### config.mk
export PLATFORM = sky130hd
export DESIGN_NAME = amp_boot_seq
export DESIGN_NICKNAME = d
export VERILOG_FILES = /design/src/rtl/amp_boot_seq.sv
export SDC_FILE = /design/constraint.sdc
export NUM_CORES = 1
export LEC_CHECK = 0
export ABC_AREA = 1
export CORE_MARGIN = 4
export CORE_UTILIZATION = 57
export CTS_BUF_LIST = sky130_fd_sc_hd__clkbuf_8 sky130_fd_sc_hd__clkbuf_16
export DETAILED_ROUTE_END_ITERATION = 10
export GPL_TIMING_DRIVEN = 0
export PLACE_DENSITY = 0.84
export SYNTH_ARGS = -nofsm -noshare
export SYNTH_HDL_FRONTEND = slang
export SYNTH_SLANG_ARGS = --single-unit
### constraint.sdc
create_clock -name clk -period 10.4 [get_ports clk]
set_clock_uncertainty 0.1 [all_clocks]
set_input_delay 2.08 -clock clk [delete_from_list [all_inputs] [get_ports clk]]
set_output_delay 2.08 -clock clk [all_outputs]
set_load 0.03 [all_outputs]
### src/rtl/amp_boot_seq.sv
// Boot sequencer for the external amplifier: streams a snapshot of the boot bytes
// to the serial byte transmitter and reports ACK/timeout result on status.
module amp_boot_seq #(
  parameter int unsigned N_BYTES     = 8,
  parameter int unsigned ACK_TIMEOUT = 255,
  parameter int unsigned GAP_CYCLES  = 16
) (
  input  logic                   clk,
  input  logic                   reset,
  input  logic                   amp_init,
  input  logic [8*N_BYTES-1:0]   bootmem,
  output logic [7:0]             tx_data,
  output logic                   tx_valid,
  output logic                   tx_last,
  input  logic                   tx_ready,
  input  logic                   tx_done,
  input  logic                   tx_ack_ok,
  output logic [7:0]             status,
  output logic                   busy
);

  localparam int unsigned TMO_W    = (ACK_TIMEOUT > 1) ? $clog2(ACK_TIMEOUT) : 1;
  localparam int unsigned GAP_W    = (GAP_CYCLES > 1) ? $clog2(GAP_CYCLES) : 1;
  localparam logic [3:0]  LAST_IDX = 4'(N_BYTES - 1);
  localparam logic [3:0]  N_CNT    = 4'(N_BYTES);

  typedef enum logic [2:0] {
    S_IDLE, S_LOAD, S_SEND, S_WAIT, S_GAP, S_DONE, S_ERR
  } state_t;

  state_t                 state_q, state_d;
  logic                   amp_init_q;
  logic [8*N_BYTES-1:0]   shadow_q, shadow_d;
  logic [3:0]             index_q, index_d;
  logic [TMO_W-1:0]       tmo_q, tmo_d;
  logic [GAP_W-1:0]       gap_q, gap_d;
  logic [7:0]             status_q, status_d;
  logic                   tx_valid_q, tx_valid_d;
  logic [7:0]             tx_data_q, tx_data_d;
  logic                   tx_last_q, tx_last_d;
  logic                   start_c;
  logic [3:0]             nxt_idx_c;

  function automatic logic [7:0] pick(input logic [8*N_BYTES-1:0] mem, input logic [3:0] idx);
    logic [7:0] b;
    b = '0;
    for (int unsigned k = 0; k < N_BYTES; k++) begin
      if (idx == 4'(k)) b = mem[8*k +: 8];
    end
    return b;
  endfunction

  always_ff @(posedge clk or posedge reset) begin
    if (reset) begin
      state_q    <= S_IDLE;
      amp_init_q <= 1'b0;
      shadow_q   <= '0;
      index_q    <= '0;
      tmo_q      <= '0;
      gap_q      <= '0;
      status_q   <= '0;
      tx_valid_q <= 1'b0;
      tx_data_q  <= '0;
      tx_last_q  <= 1'b0;
    end else begin
      state_q    <= state_d;
      amp_init_q <= amp_init;
      shadow_q   <= shadow_d;
      index_q    <= index_d;
      tmo_q      <= tmo_d;
      gap_q      <= gap_d;
      status_q   <= status_d;
      tx_valid_q <= tx_valid_d;
      tx_data_q  <= tx_data_d;
      tx_last_q  <= tx_last_d;
    end
  end

  always_comb begin
    state_d    = state_q;
    shadow_d   = shadow_q;
    index_d    = index_q;
    tmo_d      = tmo_q;
    gap_d      = gap_q;
    status_d   = status_q;
    tx_valid_d = tx_valid_q;
    tx_data_d  = tx_data_q;
    tx_last_d  = tx_last_q;
    start_c    = amp_init & ~amp_init_q;
    nxt_idx_c  = index_q + 4'd1;

    unique case (state_q)
      S_IDLE: begin
        tx_valid_d = 1'b0;
        if (start_c) begin
          state_d  = S_LOAD;
          index_d  = '0;
          status_d = 8'h20;
        end
      end
      S_LOAD: begin
        shadow_d   = bootmem;
        tx_valid_d = 1'b1;
        tx_data_d  = bootmem[7:0];
        tx_last_d  = (LAST_IDX == 4'd0);
        state_d    = S_SEND;
      end
      S_SEND: begin
        if (tx_ready) begin
          tx_valid_d = 1'b0;
          tmo_d      = '0;
          state_d    = S_WAIT;
        end
      end
      S_WAIT: begin
        // a tx_done on the timeout cycle still wins over the timeout
        if (tx_done) begin
          if (!tx_ack_ok) begin
            state_d  = S_ERR;
            status_d = {4'b0100, index_q};
          end else if (index_q == LAST_IDX) begin
            state_d  = S_DONE;
            status_d = {4'b1000, N_CNT};
          end else begin
            index_d  = nxt_idx_c;
            status_d = {4'b0010, nxt_idx_c};
            if (GAP_CYCLES > 0) begin
              state_d = S_GAP;
              gap_d   = '0;
            end else begin
              state_d    = S_SEND;
              tx_valid_d = 1'b1;
              tx_data_d  = pick(shadow_q, nxt_idx_c);
              tx_last_d  = (nxt_idx_c == LAST_IDX);
            end
          end
        end else if (tmo_q == TMO_W'(ACK_TIMEOUT - 1)) begin
          state_d  = S_ERR;
          status_d = {4'b0101, index_q};
        end else begin
          tmo_d = tmo_q + TMO_W'(1);
        end
      end
      S_GAP: begin
        if (gap_q == GAP_W'(GAP_CYCLES - 1)) begin
          state_d    = S_SEND;
          tx_valid_d = 1'b1;
          tx_data_d  = pick(shadow_q, index_q);
          tx_last_d  = (index_q == LAST_IDX);
        end else begin
          gap_d = gap_q + GAP_W'(1);
        end
      end
      S_DONE, S_ERR: state_d = S_IDLE;
      default:       state_d = S_IDLE;
    endcase
  end

  assign tx_data  = tx_data_q;
  assign tx_valid = tx_valid_q;
  assign tx_last  = tx_last_q;
  assign status   = status_q;
  assign busy     = status_q[5];

endmodule

==> flow_metrics.env <==
export IMPL_core_rowCount=34
export IMPL_synth_ff_latch_count=102
export IMPL_floorplan_die_area_um2=10820
export IMPL_synth_top_family_by_area="simple AND/OR/NAND/NOR gates"
export IMPL_place_congestion=0.8477
export IMPL_grt_ovfl_total=0
export IMPL_clk_pin_slew_ps=100
export IMPL_initial_core_util_pct=59.39
export IMPL_power_static_leakage_nw=3.073
export IMPL_synth_seq_area_share_pct=48.57
export IMPL_finish_cell_count_without_fillers=793
export IMPL_final_common_cell="nand2_1"
export IMPL_power_density_nw_per_um2=263.6
export IMPL_critPathLaunch="status[5]"
export IMPL_netlist_area_um2=5255
export IMPL_initial_antenna_violation_count=0
export IMPL_net_sw_share_pct=40.49
export IMPL_cp_top_family="buffers and inverters"
export IMPL_crit_arrival_ps=1510
export IMPL_dp_hpwl_um=9394
export IMPL_diodes=0
export IMPL_detailedRoute_firstIterationViolations=197
export IMPL_tightest_slew_ps=517.4
export IMPL_maxCapViolations=0
export IMPL_synth_compound_gate_area_share_pct=8.286
export IMPL_buffer_ports_inserted=88
export IMPL_seqPwrFrac_pct=39.1
export IMPL_number_of_post_cts_setup_repair_buffers=0
export IMPL_synth_adder_area_share_pct=1.667
export IMPL_most_common_layout_cells="nand2_1 (108), dfrtp_1 (102), clkdlybuf4s50_1 (88), nor2_1 (74), inv_1 (55)"
export IMPL_cpMaxStageDelayCell="clkdlybuf4s50_1"
export IMPL_dpl_cell_count=777
export IMPL_grt_setup_unrepaired="no"
export IMPL_via_count_of_the_first_global_routing_pass=4419
export IMPL_cts_sink_count=102
export IMPL_cts_inserted_buffers=9
export IMPL_comb_power_share_pct=46.6
export IMPL_worstPathMaxFanout=3
export IMPL_yosys_mux_area_fraction_pct=10.29
export IMPL_report_final_hold_viol_count=0
export IMPL_holdBufCountCts=0
export IMPL_p_int_w=0.001018
export IMPL_period_share_pct=35.51
export IMPL_post_route_cells_drive_above_1_share_pct=17.37
export IMPL_critPathBufInv=2
export IMPL_synth_enable_flop_cells=0
export IMPL_pin_count_of_the_biggest_net_entering_global_routing=64
export IMPL_critical_path_max_stage_delay_ps=650
export IMPL_worst_case_clock_buffer_depth=2
export IMPL_worst_slew_margin_rel_pct=65.51
export IMPL_tot_gr_track_use_pct=23.34
export IMPL_layout_nets=757
export IMPL_critical_path_cell_count=2
export IMPL_placedInstanceArea_um2=6301
export IMPL_finalCoreUtilization_pct=73.35
export IMPL_htree_levels=3
export IMPL_r2r_end="tx_data[2]"
export IMPL_yosysWarnings=0
export IMPL_max_vdd_ir_drop_uv=133.1
export IMPL_worstReg2RegStart="index_q[1]"
export IMPL_slew_violations=0
export IMPL_cell_chosen_for_the_clock_root="clkbuf_8"
export IMPL_final_design_area_no_fill_um2=6490
export IMPL_cp_cell_instances="buf_4 > clkdlybuf4s50_1"
export IMPL_ys_flop_type="dfrtp_1"
export IMPL_ant_nets=0
export IMPL_drtPass1Iterations=5
export IMPL_share_clk_of_total_power_pct=14.3
export IMPL_p_sw_w=0.0006927
export IMPL_synth_lib_cells_used_distinct=40
export IMPL_status="completed"
export IMPL_postCtsResizedCells=0
export IMPL_timing_critical_path_to="status[5]"
export IMPL_wl_per_cell_um=15.71
export IMPL_flow_area_growth_from_synthesis_pct=23.50
export IMPL_dieHeight_um=104.0
export IMPL_die_outline_width_um=104.0
export IMPL_min_clock_period_post_route_ps=3693
export IMPL_ios=89
export IMPL_synth_xor_area_share_pct=0.8333
export IMPL_postSynthAreaPerCell_um2=9.060
export IMPL_setup_tns_ps=0
export IMPL_total_power_w=0.001711
export IMPL_worstSkewPairLatency_ps=370
export IMPL_reg2reg_slack_ps=8160
export IMPL_wl_um=12460
export IMPL_worst_setup_path_end_kind="output port"
export IMPL_synth_fp_nets=657
export IMPL_hold_path_class="reg -> reg"
export IMPL_finalSetupViolations=0
export IMPL_fmax_ghz=0.2708
export IMPL_synth_simple_gate_area_share_pct=22.60
export IMPL_ys_async_sr_fraction_pct=100.0
export IMPL_worst_ep_required_time_ps=8220
export IMPL_drc=0
export IMPL_via_count=4395
export IMPL_timing_setup_critical_path_class="reg -> out"
export IMPL_wire_length_of_the_first_global_routing_pass_um=20770
export IMPL_worst_r2r_cell_count=12
export IMPL_cts_tree="built"
export IMPL_fp_coreArea_um2=8848
export IMPL_synthesis_instances=580
export IMPL_startpoint_type="flop"
export IMPL_vias_per_cell=5.542
final cells by class:
cell class	instances	area [um^2]
clock inverters	6	51.30
flip-flops and latches	102	2552
clock buffers	10	137.6
plain buffers	25	166.4
fillers	659	2359
well taps	108	135.1
repair buffers	89	908.4
multi-input cells	390	2295
inverters	63	244.0
tightest hold or removal path, stage by stage, from the launching register on:
cell and delay (ps):
dfrtp_1 360, nand2_1 50, nand2_1 40
per-stage QoR:
| step | hold slack, ps | setup slack, ps |
|---|---|---|
| finish | 380.6 | 6707 |
| floorplan | 369.7 | 5545 |
| CTS | 384.4 | 6690 |
| global route | 406.8 | 6650 |
| detailed placement | 358.6 | 6430 |
| global placement | 362.8 | 4144 |
flip-flops by register name, indices dropped and copies added (netlist names):
signal,count
amp_init_q,1
shadow_q,64
state_q,3
status,8
tx_valid,1
index_q,4
tx_last,1
gap_q,4
tmo_q,8
tx_data,8
power groups by stage:
stage                     clock network [W]  registers (W)  logic [W]
after floorplan                           0       0.000698   0.000520
after global routing               0.000265       0.000689   0.000881
final                              0.000244       0.000669   0.000798
after global placement                    0       0.000666   0.000764
after detailed placement                  0       0.000675   0.000795
after CTS                          0.000248       0.000668   0.000800
cells in the mapped netlist, types with 7 or more instances:
cell       n  area share, %
o21ai_1    8           0.76
inv_1     56            4.0
dfrtp_1  102             49
nand4_1   10            1.2
buf_4     10            1.4
o21ai_0   11            1.0
nand3_1   43            4.1
ha_1       7            1.7
nand2_1  108            7.7
buf_2     10           0.95
nor2_1    74            5.3
a21oi_1   38            3.6
mux2_2    48             10
kinds of logic (layout without fill, tap and decap cells):
logic type	after synthesis	after routing
flip-flops	102	102
XOR/XNOR	5	5
adder cells (fa/ha/maj)	7	7
multiplexers	48	48
AO/OA/AOI/OAI	72	72
AND/OR/NAND/NOR	258	258
buffers and inverters	88	193
worst min-delay path by stage:
stage                      start            to  slack [ps]  cells after the start
floorplan           shadow_q[23]  shadow_q[23]         370                      1
global placement       status[7]     status[7]         360                      2
detailed placement     status[7]     status[7]         360                      2
CTS                    status[7]     status[7]         380                      2
global route           status[7]     status[7]         410                      2
finish                 status[7]     status[7]         380                      2
metal layers:
metal | track usage, % | share of wire (%) | vias to the layer above
met4 | 5.508 | 2.0 | 0
met1 | 28.28 | 40 | 2143
met3 | 4.842 | 4.9 | 25
met2 | 42.53 | 53 | 141
li1 | - | - | 2086
met5 | 0 | 0 | -
(Power assumes the default switching activity.)
